**src/rtl/exe_mem_status_stage_pkg.sv**
```systemverilog
// Shared definitions for the EXE/MEM boundary and the decode stage:
//   - bit positions of the N, Z, C and V flags inside the 4-bit status word
//   - the 16 ARM condition-field encodings
package exe_mem_status_stage_pkg;

  localparam int unsigned FLAG_N = 3;
  localparam int unsigned FLAG_Z = 2;
  localparam int unsigned FLAG_C = 1;
  localparam int unsigned FLAG_V = 0;

  typedef enum logic [3:0] {
    COND_EQ = 4'd0,
    COND_NE = 4'd1,
    COND_CS = 4'd2,
    COND_CC = 4'd3,
    COND_MI = 4'd4,
    COND_PL = 4'd5,
    COND_VS = 4'd6,
    COND_VC = 4'd7,
    COND_HI = 4'd8,
    COND_LS = 4'd9,
    COND_GE = 4'd10,
    COND_LT = 4'd11,
    COND_GT = 4'd12,
    COND_LE = 4'd13,
    COND_AL = 4'd14,
    COND_NV = 4'd15
  } cond_e;

endpackage

```
**src/rtl/exe_mem_status_stage_cond_check.sv**
```systemverilog
// cond_check: evaluates an ARM condition field against a set of NZCV flags.
// Purely combinational.
//   Cond      in  4  condition field
//   Flags     in  4  {N,Z,C,V}, bit 3 = N
//   Cond_Pass out 1  instruction may execute
module cond_check
  import exe_mem_status_stage_pkg::*;
(
  input  logic [3:0] Cond,
  input  logic [3:0] Flags,
  output logic       Cond_Pass
);

  logic w_n, w_z, w_c, w_v;

  assign w_n = Flags[FLAG_N];
  assign w_z = Flags[FLAG_Z];
  assign w_c = Flags[FLAG_C];
  assign w_v = Flags[FLAG_V];

  always_comb begin
    Cond_Pass = 1'b0;
    case (cond_e'(Cond))
      COND_EQ: Cond_Pass = w_z;
      COND_NE: Cond_Pass = ~w_z;
      COND_CS: Cond_Pass = w_c;
      COND_CC: Cond_Pass = ~w_c;
      COND_MI: Cond_Pass = w_n;
      COND_PL: Cond_Pass = ~w_n;
      COND_VS: Cond_Pass = w_v;
      COND_VC: Cond_Pass = ~w_v;
      COND_HI: Cond_Pass = w_c & ~w_z;
      COND_LS: Cond_Pass = ~w_c | w_z;
      COND_GE: Cond_Pass = (w_n == w_v);
      COND_LT: Cond_Pass = (w_n != w_v);
      COND_GT: Cond_Pass = ~w_z & (w_n == w_v);
      COND_LE: Cond_Pass = w_z | (w_n != w_v);
      COND_AL: Cond_Pass = 1'b1;
      default: Cond_Pass = 1'b0;
    endcase
  end

endmodule

```
**src/rtl/exe_mem_status_stage.sv**
```systemverilog
// exe_mem_status_stage: EXE/MEM pipeline register plus the architectural
// NZCV status register.
//   clk, rst (sync, active-high), freeze (hold all state)
//   Valid_in, S, Status_Bits_in      EXE instruction validity / flag update
//   ALU_Res_in, Val_Rm_in, Dest_in   data captured into the pipeline register
//   WB_EN_in, MEM_R_EN_in, MEM_W_EN_in  control captured (gated by Valid_in)
//   Cond                             condition field of the decode instruction
//   Status, C_out                    registered NZCV and its carry bit
//   Cond_Pass                        decode condition vs forwarded flags
//   *_out                            registered pipeline outputs
module exe_mem_status_stage
  import exe_mem_status_stage_pkg::*;
#(
  parameter int unsigned DATA_W = 32,
  parameter int unsigned REG_W  = 4
) (
  input  logic              clk,
  input  logic              rst,
  input  logic              freeze,
  input  logic              Valid_in,
  input  logic              S,
  input  logic [3:0]        Status_Bits_in,
  input  logic [DATA_W-1:0] ALU_Res_in,
  input  logic [DATA_W-1:0] Val_Rm_in,
  input  logic [REG_W-1:0]  Dest_in,
  input  logic              WB_EN_in,
  input  logic              MEM_R_EN_in,
  input  logic              MEM_W_EN_in,
  input  logic [3:0]        Cond,
  output logic [3:0]        Status,
  output logic              C_out,
  output logic              Cond_Pass,
  output logic [DATA_W-1:0] ALU_Res_out,
  output logic [DATA_W-1:0] Val_Rm_out,
  output logic [REG_W-1:0]  Dest_out,
  output logic              WB_EN_out,
  output logic              MEM_R_EN_out,
  output logic              MEM_W_EN_out,
  output logic              Valid_out
);

  logic [3:0]        r_status;
  logic [DATA_W-1:0] r_alu_res;
  logic [DATA_W-1:0] r_val_rm;
  logic [REG_W-1:0]  r_dest;
  logic              r_wb_en;
  logic              r_mem_r_en;
  logic              r_mem_w_en;
  logic              r_valid;

  logic              w_flag_upd;
  logic [3:0]        w_eff_flags;

  assign w_flag_upd = S & Valid_in;

  // Forwarding ignores freeze: a frozen flag-setter still commits before the
  // decode instruction it is being compared against can advance.
  assign w_eff_flags = w_flag_upd ? Status_Bits_in : r_status;

  always_ff @(posedge clk) begin
    if (rst) begin
      r_status   <= '0;
      r_alu_res  <= '0;
      r_val_rm   <= '0;
      r_dest     <= '0;
      r_wb_en    <= 1'b0;
      r_mem_r_en <= 1'b0;
      r_mem_w_en <= 1'b0;
      r_valid    <= 1'b0;
    end else if (!freeze) begin
      r_alu_res  <= ALU_Res_in;
      r_val_rm   <= Val_Rm_in;
      r_dest     <= Dest_in;
      // Bubbles carry data through but never enable side effects.
      r_wb_en    <= WB_EN_in & Valid_in;
      r_mem_r_en <= MEM_R_EN_in & Valid_in;
      r_mem_w_en <= MEM_W_EN_in & Valid_in;
      r_valid    <= Valid_in;
      if (w_flag_upd) begin
        r_status <= Status_Bits_in;
      end
    end
  end

  cond_check u_cond_check (
    .Cond      (Cond),
    .Flags     (w_eff_flags),
    .Cond_Pass (Cond_Pass)
  );

  assign Status       = r_status;
  // Carry to the ALU comes from the register only, keeping the loop registered.
  assign C_out        = r_status[FLAG_C];
  assign ALU_Res_out  = r_alu_res;
  assign Val_Rm_out   = r_val_rm;
  assign Dest_out     = r_dest;
  assign WB_EN_out    = r_wb_en;
  assign MEM_R_EN_out = r_mem_r_en;
  assign MEM_W_EN_out = r_mem_w_en;
  assign Valid_out    = r_valid;

endmodule

```
**config.mk**
```make
export PLATFORM = sky130hd
export DESIGN_NAME = exe_mem_status_stage
export DESIGN_NICKNAME = d
export VERILOG_FILES = /design/src/rtl/exe_mem_status_stage_pkg.sv /design/src/rtl/exe_mem_status_stage_cond_check.sv /design/src/rtl/exe_mem_status_stage.sv
export SDC_FILE = /design/constraint.sdc
export NUM_CORES = 1
export LEC_CHECK = 0
export ABC_AREA = 1
export CORE_MARGIN = 2
export CORE_UTILIZATION = 55
export CTS_CLUSTER_SIZE = 25
export DETAILED_ROUTE_END_ITERATION = 6
export DONT_BUFFER_PORTS = 1
export GPL_TIMING_DRIVEN = 1
export PLACE_DENSITY_LB_ADDON = 0.05
export SYNTH_ARGS = -nofsm -noshare
export SYNTH_HDL_FRONTEND = slang
export SYNTH_SLANG_ARGS = --single-unit
```
**constraint.sdc**
```tcl
create_clock -name clk -period 1.6 [get_ports clk]
set_clock_uncertainty 0.15 [all_clocks]
set_input_delay 0.16 -clock clk [delete_from_list [all_inputs] [get_ports clk]]
set_output_delay 0.16 -clock clk [all_outputs]
set_load 0.02 [all_outputs]
```
# == After elaboration in Yosys (flattened, before gate mapping) ==
# Index checks and enable logic that the tools add are counted.
# word_totals
regBits,76
input_bits,84
word_cells,39
# op_classes
eq_ne,16
n_mux,2
bitwise_logic,12
reduce_logical,1
# op_table
cell,n
"4-bit == test, second input constant",7
"4-bit by 3-bit == test with 1-bit output, second input constant",4
1-bit case mux with 15 select lines,1
"4-bit by 2-bit == test with 1-bit output, second input constant",2
1-bit AND,6
"4-bit by 1-bit == test with 1-bit output, second input constant",1
4-bit logical NOT,1
4-bit 2-to-1 mux,1
1-bit NOT,4
1-bit OR,2
1-bit == test,1
1-bit inequality test,1

# == Depth between registers and ports, before layout ==
# Gate-level depths: netlist of the first run.
# logic_depth
word_depth,5
ltp_mapped,10
ltp_nobuf,10

# == By module ==
# Synthesis of the first run repeated with hierarchy kept, for this count alone.
# unflattened
hier_cells,407
hier_area_um2,3002.9
# by_module_without_submodules
module,n_inst,cells_each,area_each_um2,seq_area_each_um2
exe_mem_status_stage,1,352,2773.9,1521.5
cond_check,1,55,229.0,0.0

# == Worst setup path before layout of the first run ==
# OpenSTA, ideal clock, no wires.
# synth_timing
kind,register to output
startpoint,"reg r_status[3], in the netlist Status[3]"
endpoint,out Cond_Pass
arrival_time_ps,1133
path_slack_ps,157
path_stages_with_launch,10
n_path_buf,0
path_cell_list,dfxtp_1 inv_1 nand2_1 nand2_1 nand2_2 nand3_2 nand2_1 nand2_1 nor2_1 nand2_1
# synth_between
elab_chain_cells,4
word_cells_on_any_way,7
classes_between,eq/ne (2); mux (2); bitwise (3)
# synth_rtl
element,line,rtl
from (decl),exe_mem_status_stage.sv:42,logic [3:0] r_status;
from (signal assigned),exe_mem_status_stage.sv:80,r_status <= Status_Bits_in;
4-bit 2-to-1 mux *,n/a,
1-bit inequality test / 1-bit == test (equally long branches),n/a,
1-bit OR / 1-bit AND (equally long branches),"exe_mem_status_stage_cond_check.sv:37, exe_mem_status_stage_cond_check.sv:36",
1-bit case mux with 15 select lines *,exe_mem_status_stage_cond_check.sv:23,case (cond_e'(Cond))
to (decl),exe_mem_status_stage.sv:32,"output logic Cond_Pass,"
# Mark *: on every way between the ends. The rest lies on a longest branch, timed or not.

# == Worst setup path after layout of the first run ==
# layout_timing
startpoint,"reg r_status[2], in the netlist Status[2]"
endpoint,out Cond_Pass
# layout_between
elab_chain_cells,4
word_cells_on_any_way,7
classes_between,mux (2); bitwise (5)
# layout_rtl
element,line
4-bit 2-to-1 mux *,n/a
1-bit NOT,"exe_mem_status_stage_cond_check.sv:25, exe_mem_status_stage_cond_check.sv:32, exe_mem_status_stage_cond_check.sv:36"
"1-bit AND, on equally long branches","exe_mem_status_stage_cond_check.sv:36, exe_mem_status_stage_cond_check.sv:32"
1-bit case mux with 15 select lines *,exe_mem_status_stage_cond_check.sv:23
# Marks and branches as above.

==> flow_summary.toml, run 1 <==
[status]
status = "finished, violations left"
violations = "setup timing"

[power]
p_sw_mw = 1.14
pwr-share-seq_pct = 50.5
pwr-share-comb_pct = 12.7
swShare_pct = 26.3
p_clk_share_pct = 36.8
p_int_mw = 3.20
power.density_nw_per_um2 = 1040
power.leakage_nw = 1.83
vdd_drop_max_mv = 0.757

[drt]
drtAntennaViolNets = 0
vias_per_cell = 5.30
first_pass_iters = 4
wl_mm = 9.21
vias = 3005
drc = 0
drtIter0Drc = 136
wire_per_inst_um = 16.2

[sta]
period_share_pct = 104
holdWs_ns = 0.0350
tns_ns = -0.0596
fin_crit_ns = 1.66
final_hold_viol_count = 0
rsz0062_at_grt = "true"
setup_slack_ns = -0.0596
drv_slew = 0
worst_slew_pin_slew_ns = 0.286
max_slew_margin_pct = 80.9
setup_violations = 1
fmax_mhz = 603

[worst_hold_path]
whs_endpoint = "Status[1]"
hold_class = "input port to register"
timing.hold.worst_path_depth = 4
min_from = "Valid_in"

[global_routing]
grt_usage_pct = 29.5
first_global_vias = 2931
overflow = 0
grt_pass1_wl_mm = 13.9
grt_max_degree = 59
antenna_found_initial = 0

[die]
die_x_um = 77.3
rows = 26
fp.dieH_um = 77.3
fp.dieArea_um2 = 5970
io_pins = 162
initial_core_util_pct = 57.5
core_um2 = 5140

[logic_synthesis]
syn_area_um2 = 2950
synth-warning-count = 0
synth_cells = 411
synth-seq-cells = 76
ys_seq_area_share_pct = 51.5
avgSynthCellArea_um2 = 7.19
synth.net_count = 495
ys_types = 17

[cts]
root_buffer = "clkbuf_8"
cts_tree = "built"
cts_buffers = 9
htreeDepth = 3
clk_latency_ns = 0.34
clkSinkCount = 76
cts_buffer_depth = 2
clk_pin_slew_ns = 0.07

[worst_setup_path]
required_ns = 1.29
critPathKind = "register to primary output"
rr_endpoint = "ALU_Res_out[2]"
reg2regPathDepth = 3
startpoint = "Status[2]"
cp_slowest_cell = "dfxtp_1"
critical_path.endpoint_type = "primary output"
worst_setup_path_start_kind = "register"
critPathMaxStageDelay_ns = 0.34
path_cells = "nand2_1 > nand2_2 > inv_2 > nand2_1 > inv_1 > a21oi_1 > nor2_2 > nand2_2"
reg2reg_slack_ns = 0.02
cp_max_fo = 3
arrival_ns = 1.35
worstReg2RegStart = "ALU_Res_out[2]"

[finish]
multi_input_area_um2 = 1250
num_antenna_cells = 0
ff_latch_area_um2 = 1520
fillers = 351
drive_gt1_share_pct = 9.66
area_growth_pct = 40.8
final_area_um2 = 4160
final_nets = 576

[placed_design]
portBuffers = 0
place_area_um2 = 2990
hpwl_mm = 4.69
place_congestion = 0.883

[flow_run]
cap_viol_max_count = 0
-- power groups by stage --
stage / registers [mW] / clock network [mW] / logic (mW)
6_report: 2.19 / 1.60 / 0.550
5_1_grt: 2.20 / 1.70 / 0.604
4_1_cts: 2.19 / 1.61 / 0.515
3_5_place_dp: 2.23 / 0 / 0.284
3_3_place_gp: 2.23 / 0 / 0.273
2_1_floorplan: 2.22 / 0 / 0.276
-- critical path, delay by kind of cell, from the launching register on --
| family | cells | cell delay (ns) |
|---|---|---|
| AND/OR/NAND/NOR | 5 | 0.42 |
| flip-flops | 1 | 0.34 |
| AO/OA/AOI/OAI | 1 | 0.17 |
| buffers and inverters | 2 | 0.09 |
-- what timing repair did --
action                                  CTS  global route
setup buffers                             3             0
resized for setup                         6             8
endpoints found under the setup margin    1             7
endpoints found under the hold margin    76             0
hold buffers                             86             0
pin swaps                                 7             5
gates cloned                              0             2
-- registers in the layout, summed over array words and instances, names as in the netlist --
register,cells
Val_Rm_out,32
MEM_R_EN_out,1
Valid_out,1
MEM_W_EN_out,1
WB_EN_out,1
Status,4
Dest_out,4
ALU_Res_out,32
-- placed cells by master (no fill, tap or decap) --
cell type,n
nand2_2,11
a21boi_1,1
a21oi_1,75
clkinv_2,1
clkinvlp_4,1
nand3b_1,1
buf_12,3
bufinv_16,2
clkbuf_1,2
nor2_2,2
inv_1,15
clkbuf_16,1
dlymetal6s4s_1,1
nand3_2,1
nand3_1,13
buf_6,2
nand2_1,168
buf_4,7
dlygate4sd3_1,83
clkbuf_8,10
nand2_4,1
nor2_1,11
dfxtp_2,2
o21ai_0,5
inv_2,4
dfxtp_1,74
-- cell type report --
type	instances	share of cell area, %
flip-flops and latches	76	36.6
multi-input cells	289	30.2
repair buffers	97	24.1
clock buffers	12	3.49
well taps	70	2.11
clock inverters	4	1.74
inverters	19	1.71
-- synth_stat cells --
cell | n | area, um2
clkbuf_1 | 11 | 41.3
buf_4 | 2 | 15.0
nor2_1 | 13 | 48.8
dfxtp_1 | 76 | 1520
buf_2 | 12 | 60.1
inv_1 | 18 | 67.6
buf_1 | 2 | 7.51
a21boi_0 | 1 | 7.51
nand3_2 | 1 | 10.0
nand2_1 | 173 | 649
inv_2 | 1 | 3.75
nand3_1 | 13 | 65.1
nand2_2 | 6 | 37.5
nand3b_1 | 1 | 7.51
nand2_4 | 1 | 11.3
a21oi_1 | 75 | 375
o21ai_0 | 5 | 25.0
-- layer usage --
metal	track usage (%)	up-vias	part of all wire [%]
li1	-	1458	-
met1	29.4	1387	37
met2	54.6	145	52
met3	13.4	15	9.7
met4	8.57	0	1.4
met5	0	-	0
-- cell families (layout without fill, tap and decap cells) --
group / Yosys count / after routing / share of synthesized area [%]
simple gates: 208 / 208 / 28.1
buf+inv: 46 / 132 / 6.61
compound gates: 81 / 81 / 13.8
flops: 76 / 76 / 51.5
-- how the worst max path moves through the flow --
| stage | endpoint | slack (ns) |
|---|---|---|
| 6_report | Cond_Pass | -0.06 |
| 5_1_grt | Cond_Pass | -0.20 |
| 4_1_cts | Cond_Pass | -0.08 |
| 3_5_place_dp | Cond_Pass | 0.22 |
| 3_3_place_gp | Cond_Pass | 0.26 |
| 2_1_floorplan | Cond_Pass | 0.16 |
-- metrics by stage --
stage	total power [mW]	setup slack, ns	util [%]	instances
CTS	4.31	-0.0827	80.2	565
global route	4.51	-0.201	80.9	567
floorplan	2.49	0.157	-	411
finish	4.34	-0.0596	80.9	567
detailed placement	2.52	0.217	58.1	460
global placement	2.50	0.256	58.1	460
No activity file was read; power rests on OpenSTA's default activity.
==> run 2, diff against run 1 <==
- ABC_AREA: 1 -> unset
==> flow_summary.toml, run 2 <==
[die]
die_x_um = 76.4
rows = 26
initial_core_util_pct = 56.8
fp.dieH_um = 76.4
io_pins = 162

[logic_synthesis]
avgSynthCellArea_um2 = 10.2
ys_seq_area_share_pct = 52.8
synthTopCellsByArea = "dfxtp_1 53%, mux2i_1 26%, nor2_1 10%, buf_2 1.2%, clkbuf_1 0.91%"
synth_common_cells = "78 x nor2_1, 76 x dfxtp_1, 76 x mux2i_1"
syn_area_um2 = 2880
synth.net_count = 367
synth_ff_type = "dfxtp_1"
synth_cells = 283
synth-edff-count = 0
synth_top_area_cell = "dfxtp_1"
async_reset_ff_share_pct = 0
yosysMostFrequentCell = "nor2_1"
synth-warning-count = 0
ys_types = 21
synth_top_area_share_pct = 52.8
synth-seq-cells = 76

[placed_design]
placedCellCount = 339
portBuffers = 0
place_congestion = 0.780
hpwl_mm = 4.00

[cts]
cts_buffer_depth = 2
clkSinkCount = 76
cts-resized-gates = 0
root_buffer = "clkbuf_8"
cts_buffers = 9
cts_hold_buffers = 101
post_cts_buffers = 0
htreeDepth = 3

[status]
stop_stage = "4_1_cts"
tool.error = "[ERROR RSZ-0060] Max buffer count reached."
status = "stopped before the end"
[run 2: per-stage QoR]
step	instance area (um2)	setup slack, ns	util, %
2_1_floorplan	2890	0.0383	-
3_3_place_gp	2930	0.0140	57.7
3_5_place_dp	2930	0.000366	57.7
[run 2: cell families after synthesis]
family | count (synthesis) | synth area share (%)
mux | 77 | 26.8
buf+inv | 19 | 2.91
flops | 76 | 52.8
xor+xnor | 4 | 1.21
simple gates | 95 | 13.4
compound gates | 12 | 2.99
==> run 3, diff against run 2 <==
- CORE_UTILIZATION: 55 -> 40
- CTS_CLUSTER_SIZE: 25 -> unset
- PLACE_DENSITY_LB_ADDON: 0.05 -> 0.15
==> flow_summary.toml, run 3 <==
[status]
status = "stopped before the end"
stop_stage = "4_1_cts"
tool.error = "[ERROR RSZ-0060] Max buffer count reached."

[placed_design]
hpwl_mm = 4.04
place_area_um2 = 2970
portBuffers = 0
place_congestion = 0.784

[die]
io_pins = 162
initial_core_util_pct = 42.0
rows = 30
fp.dieH_um = 88.9
die_x_um = 88.9

[cts]
root_buffer = "clkbuf_8"
cts_hold_buffers = 102
htreeDepth = 3
clkSinkCount = 76
cts_buffer_depth = 2
cts-resized-gates = 0
post_cts_buffers = 0
cts_buffers = 9

[logic_synthesis]
yosysMostFrequentCell = "nor2_1"
avgSynthCellArea_um2 = 10.2
synthTopCellsByArea = "dfxtp_1 53%, mux2i_1 26%, nor2_1 10%, buf_2 1.2%, clkbuf_1 0.91%"
synth_cells = 283
ys_seq_area_share_pct = 52.8
synth.net_count = 367
synth_ff_type = "dfxtp_1"
synth_top_area_cell = "dfxtp_1"
synth-edff-count = 0
async_reset_ff_share_pct = 0
synth-warning-count = 0
synth_top_area_share_pct = 52.8
synth-seq-cells = 76
synth_common_cells = "78 x nor2_1, 76 x dfxtp_1, 76 x mux2i_1"
syn_area_um2 = 2880
ys_types = 21
## run 3: logic make-up after synthesis
group	Yosys count	synth area share, %
simple gates	95	13.4
flops	76	52.8
xor+xnor	4	1.21
compound gates	12	2.99
mux	77	26.8
buf+inv	19	2.91
## run 3: through the flow
step	instances	setup slack, ns
3_5_place_dp	366	-0.00320
3_3_place_gp	366	0.0146
2_1_floorplan	283	0.0383
